===== src/rtl/single_tx_uart.sv =====
// UART transmitter: one byte per frame via valid/ready handshake.
// Start bit, 8 data bits, optional parity, 1 or 2 stop bits.
module single_tx_uart #(
    parameter int    CLOCK     = 10_000_000,
    parameter int    BAUD      = 1_000_000,
    parameter string PARITY    = "NO",
    parameter string FIRST_BIT = "LSB",
    parameter int    STOP_BITS = 1
) (
    input  logic       clk,
    input  logic       reset,
    input  logic [7:0] tx_data,
    input  logic       tx_valid,
    output logic       tx_ready,
    output logic       txd,
    output logic       busy,
    output logic       done
);

    localparam int DIV = (CLOCK + BAUD / 2) / BAUD;
    localparam int CW = (DIV < 2) ? 1 : $clog2(DIV);
    localparam logic [CW-1:0] LAST = CW'(DIV - 1);
    localparam bit PAR_EN = (PARITY != "NO");
    localparam bit PAR_ODD = (PARITY == "ODD");
    localparam bit MSB_FIRST = (FIRST_BIT == "MSB");
    localparam logic [2:0] STOP_LAST = 3'(STOP_BITS - 1);

    if (DIV < 2) begin : g_bad_div
        $error("single_tx_uart: DIV must be at least 2");
    end
    if (PARITY != "NO" && PARITY != "EVEN" && PARITY != "ODD") begin : g_bad_par
        $error("single_tx_uart: PARITY must be NO, EVEN or ODD");
    end
    if (FIRST_BIT != "LSB" && FIRST_BIT != "MSB") begin : g_bad_order
        $error("single_tx_uart: FIRST_BIT must be LSB or MSB");
    end
    if (STOP_BITS != 1 && STOP_BITS != 2) begin : g_bad_stop
        $error("single_tx_uart: STOP_BITS must be 1 or 2");
    end

    typedef enum logic [2:0] {
        S_IDLE,
        S_START,
        S_DATA,
        S_PARITY,
        S_STOP
    } state_t;

    state_t        state;
    logic [CW-1:0] cnt;
    logic [2:0]    bit_cnt;
    logic [7:0]    shreg;
    logic          par_bit;
    logic          next_bit;
    logic [7:0]    shifted;

    assign next_bit = MSB_FIRST ? shreg[7] : shreg[0];
    assign shifted  = MSB_FIRST ? {shreg[6:0], 1'b0} : {1'b0, shreg[7:1]};

    always_ff @(posedge clk) begin
        if (!reset) begin
            state    <= S_IDLE;
            txd      <= 1'b1;
            busy     <= 1'b0;
            done     <= 1'b0;
            tx_ready <= 1'b0;
            cnt      <= '0;
            bit_cnt  <= '0;
            shreg    <= '0;
            par_bit  <= 1'b0;
        end else begin
            done <= 1'b0;
            unique case (state)
                S_IDLE: begin
                    txd  <= 1'b1;
                    busy <= 1'b0;
                    if (tx_valid && tx_ready) begin
                        shreg    <= tx_data;
                        par_bit  <= PAR_ODD ? ~^tx_data : ^tx_data;
                        txd      <= 1'b0;
                        busy     <= 1'b1;
                        tx_ready <= 1'b0;
                        cnt      <= '0;
                        bit_cnt  <= '0;
                        state    <= S_START;
                    end else begin
                        tx_ready <= 1'b1;
                    end
                end
                default: begin
                    // every non-idle bit lasts DIV clocks; act on the wrap edge
                    if (cnt != LAST) begin
                        cnt <= cnt + CW'(1);
                    end else begin
                        cnt <= '0;
                        unique case (state)
                            S_START: begin
                                txd     <= next_bit;
                                shreg   <= shifted;
                                bit_cnt <= '0;
                                state   <= S_DATA;
                            end
                            S_DATA: begin
                                if (bit_cnt == 3'd7) begin
                                    bit_cnt <= '0;
                                    if (PAR_EN) begin
                                        txd   <= par_bit;
                                        state <= S_PARITY;
                                    end else begin
                                        txd   <= 1'b1;
                                        state <= S_STOP;
                                    end
                                end else begin
                                    txd     <= next_bit;
                                    shreg   <= shifted;
                                    bit_cnt <= bit_cnt + 3'd1;
                                end
                            end
                            S_PARITY: begin
                                txd     <= 1'b1;
                                bit_cnt <= '0;
                                state   <= S_STOP;
                            end
                            S_STOP: begin
                                txd <= 1'b1;
                                if (bit_cnt == STOP_LAST) begin
                                    done     <= 1'b1;
                                    busy     <= 1'b0;
                                    tx_ready <= 1'b1;
                                    state    <= S_IDLE;
                                end else begin
                                    bit_cnt <= bit_cnt + 3'd1;
                                end
                            end
                            default: state <= S_IDLE;
                        endcase
                    end
                end
            endcase
        end
    end

endmodule

===== config.mk =====
export PLATFORM = sky130hd
export DESIGN_NAME = single_tx_uart
export DESIGN_NICKNAME = d
export VERILOG_FILES = /design/src/rtl/single_tx_uart.sv
export SDC_FILE = /design/constraint.sdc
export NUM_CORES = 1
export LEC_CHECK = 0
export BUFFER_PORTS_ARGS = -buffer_cell sky130_fd_sc_hd__buf_2
export CORE_AREA = 5 5 68 70
export DETAILED_ROUTE_END_ITERATION = 12
export DIE_AREA = 0 0 73 75
export GPL_TIMING_DRIVEN = 0
export RECOVER_POWER = 25
export SETUP_SLACK_MARGIN = 0.15
export SLEW_MARGIN = 20
export SYNTH_ARGS = -nofsm -noshare
export SYNTH_HDL_FRONTEND = slang
export SYNTH_SLANG_ARGS = --single-unit

===== constraint.sdc =====
create_clock -name clk -period 1.93 [get_ports clk]
set_clock_uncertainty 0.2 [all_clocks]
set_input_delay 0.193 -clock clk [delete_from_list [all_inputs] [get_ports clk]]
set_output_delay 0.193 -clock clk [all_outputs]
set_load 0.02 [all_outputs]

==> summary.md <==
| Metric | Value |
|---|---|
| Outcome | finished clean |
| Iter 0 DRT Violations | 59 |
| Placer congestion estimate | between 0.7 and 0.8 |
| DRC | 0 |
| Gr busiest metal | met2 |
| RSZ-0062 raised after global routing | yes |
| Clock tree from TritonCTS | built |
| Most frequent cell after synthesis | nand2_1 |
| Routed Antenna Nets | 0 |
| Layout Nets | 191 |
| Detailed Route WL | a little under 3000 um |
| Max Cap Violations | 0 |
| Critical path type | reg2reg |
| Clock root cell | clkbuf_8 |
| GRT Resource Usage Total | between 10% and 20% |
| Max FO, Critical Path | 8 |
| Top cell type's share of synthesized area | 37.61% |
| CTS Buffer Depth | 2 |
| Number of H-tree levels | 1 |
| GRT met2 Usage | 19.66% |
| Port-buffer cells | 14 |
| WP data required | 1.91 ns |
| CORE AREA | a little under 0.004 mm^2 |
| Hold Crit Class | in2reg |
| Final worst slack | 0.04682 ns |
| Distinct cells, synth | 39 |
| # clock sinks | 22 |
| Antenna cells | 0 |
| Dpl cells | roughly 200 |
| Worst slew pin tran | 0.4703 ns |
| Die X | 73 um |
| Post-DR vias/cell | 5.000 |
| Total grt overflow | 0 |
| Setup WS pre-CTS | -0.1911 ns |
| Synth Warn # | 0 |
| Fin crit period | roughly 1.9 ns |
| Clk_lat worst skew | roughly 0.26 ns |
| Final cell count without fillers | 224 |
| Mapped Cells | 140 |
| Number of setup violations in the final report | 0 |
| Vias | 1120 |
| Slew headroom | 68.64% |
| Mapped Nets | 156 |
| Grt met3 use | about 2.1% |
| EDFF count, synth | 0 |
| Initial core utilization | 29.92% |
| Startpoint types | register |
| Reg area | 459.2 um^2 |
| Die ar. | 0.005475 mm^2 |
| CP Data Arrival Time | 1.86 ns |
| Clock buffer count from CTS | 3 |
| Hold Fails Final Rpt | 0 |
| CP Capture Type | register |
| Largest net degree at the start of global routing | 13 |
| Clk slew on worst S/H paths | roughly 0.08 ns |
| Routed wire per std cell | 13.10 um |
| Leakage | 0.0006282 uW |
| Post-synth top flop | dfxtp_1 |
| Yosys reg bits | 22 |
| Post-synth ARST share | 0% |
| Multi-input logic area | 757.0 um^2 |
| Synth top area cells | dfxtp_1 (38%), nand2_1 (8.3%), ha_1 (5.3%) |
| Pwr Density | 819.6 mW/mm^2 |
| TritonRoute pass-1 iters | 4 |
| Fin Hold WS | 0.01012 ns |
| Layout cells sized above 1 | 29.31% |
| First-pass GRT wire length | 4926 um |
| Fillers | about 400 |
| Max Slew Vio Count | 0 |
| Final worst path period share | 97.57% |
| Worst vdd ir | 0.3793 mV |
| Synth top cells by count | nand2_1 (26), dfxtp_1 (22), nor2_1 (12) |
| Fmax | 531.0 MHz |
| DP HPWL | 1997 um |
| I/O pins | 15 |
| Sequential element share of the synthesized area | 37.61% |
| Synthesized cell area | about 0.0012 mm^2 |
| DIE HEIGHT | 75 um |
| Number of global-route vias before repair | 1091 |
| Area delta synth->final | 39.00% |
| Initial antenna violation count | 0 |
| Biggest area consumer among synthesized cells | dfxtp_1 |
| # rows | 23 |
| Global routing usage on met1 | about 14% |
| Syn avg cell area | 8.365 um^2 |
==> repair_timing <==
item | in CTS | in global routing
gates resized for setup | 19 | 10
endpoints found under the hold margin | 7 | 0
cloned | 1 | 0
setup endpoints to repair | 18 | 18
pin swaps | 9 | 4
hold buffers | 7 | 0
buffers inserted | 5 | 3
==> final cells by class <==
cell class	instances	area share [%]
multi-input cells	105	46.50
flip-flops and latches	22	28.21
repair buffers	30	13.91
well taps	50	3.843
clock buffers	4	3.382
plain buffers	8	2.998
inverters	5	1.153
==> sequential cells by signal, indices dropped and copies added (netlist names) <==
name / count
shreg: 8
bit_cnt: 3
cnt: 4
done: 1
state: 3
tx_ready: 1
busy: 1
txd: 1
==> worst paths after layout <==
check | from | to | slack [ns] | cells past startpoint
setup / recovery | bit_cnt[0]$_SDFFE_PN0P_ | shreg[6]$_SDFFE_PN0P_ | 0.05 | 8
hold / removal | tx_data[6] | shreg[6]$_SDFFE_PN0P_ | 0.01 | 3
setup reg to reg | bit_cnt[0]$_SDFFE_PN0P_ | shreg[6]$_SDFFE_PN0P_ | 0.05 | 8
hold reg to reg | shreg[7]$_SDFFE_PN0P_ | shreg[7]$_SDFFE_PN0P_ | 0.27 | 2
==> critical path, stage by stage (launching register included) <==
cell       delay (ns)
dfxtp_4          0.36
ha_4             0.16
ha_4             0.16
o21a_1           0.19
a2111oi_4        0.21
buf_6            0.20
buf_8            0.12
nor2_4           0.03
a311oi_2         0.17
==> kinds of logic after synthesis <==
logic type	after synthesis	share of synthesized area (%)
AND/OR/NAND/NOR	59	24.15
flip-flops	22	37.61
multiplexers	2	1.709
buffers and inverters	13	4.808
AO/OA/AOI/OAI	39	26.39
adder cells (fa/ha/maj)	5	5.342
==> metrics by stage <==
stage	total power, uW	TNS [ns]	util, %	cell area, um^2
after floorplan	815.0	0	-	1211
after global placement	887.5	-1.390	34.34	1344
after detailed placement	902.6	-1.598	34.34	1344
after CTS	1331	0	40.60	1589
after global routing	1410	-0.02378	41.59	1628
final	1334	0	41.59	1628
==> power breakdown <==
part	total, uW	internal [uW]	switching [uW]
Clock	336	182	154
Combinational	440	217	224
Sequential	558	510	47.8
==> placed cells by master (no fill, tap or decap), drive strengths merged, types with 2 or more instances in the layout <==
| cell type | count |
|---|---|
| nand2 | 26 |
| dfxtp | 22 |
| buf | 21 |
| clkbuf | 14 |
| nor2 | 12 |
| dlygate4sd3 | 7 |
| a311oi | 7 |
| o21ai | 7 |
| a21oi | 6 |
| inv | 5 |
| ha | 5 |
| nor2b | 4 |
| and2 | 4 |
| o21a | 3 |
| nand2b | 2 |
| a2111oi | 2 |
| nand4 | 2 |
| mux2i | 2 |
| nand3 | 2 |
| o211ai | 2 |
| a21boi | 2 |
| o22ai | 2 |
==> per-layer routing <==
metal  vias to the layer above  wire [um]
met5                         -          0
met4                         0         13
met3                         2        147
met2                        23       1443
met1                       525       1330
li1                        570          -
Power figures use the tool's default switching activity.
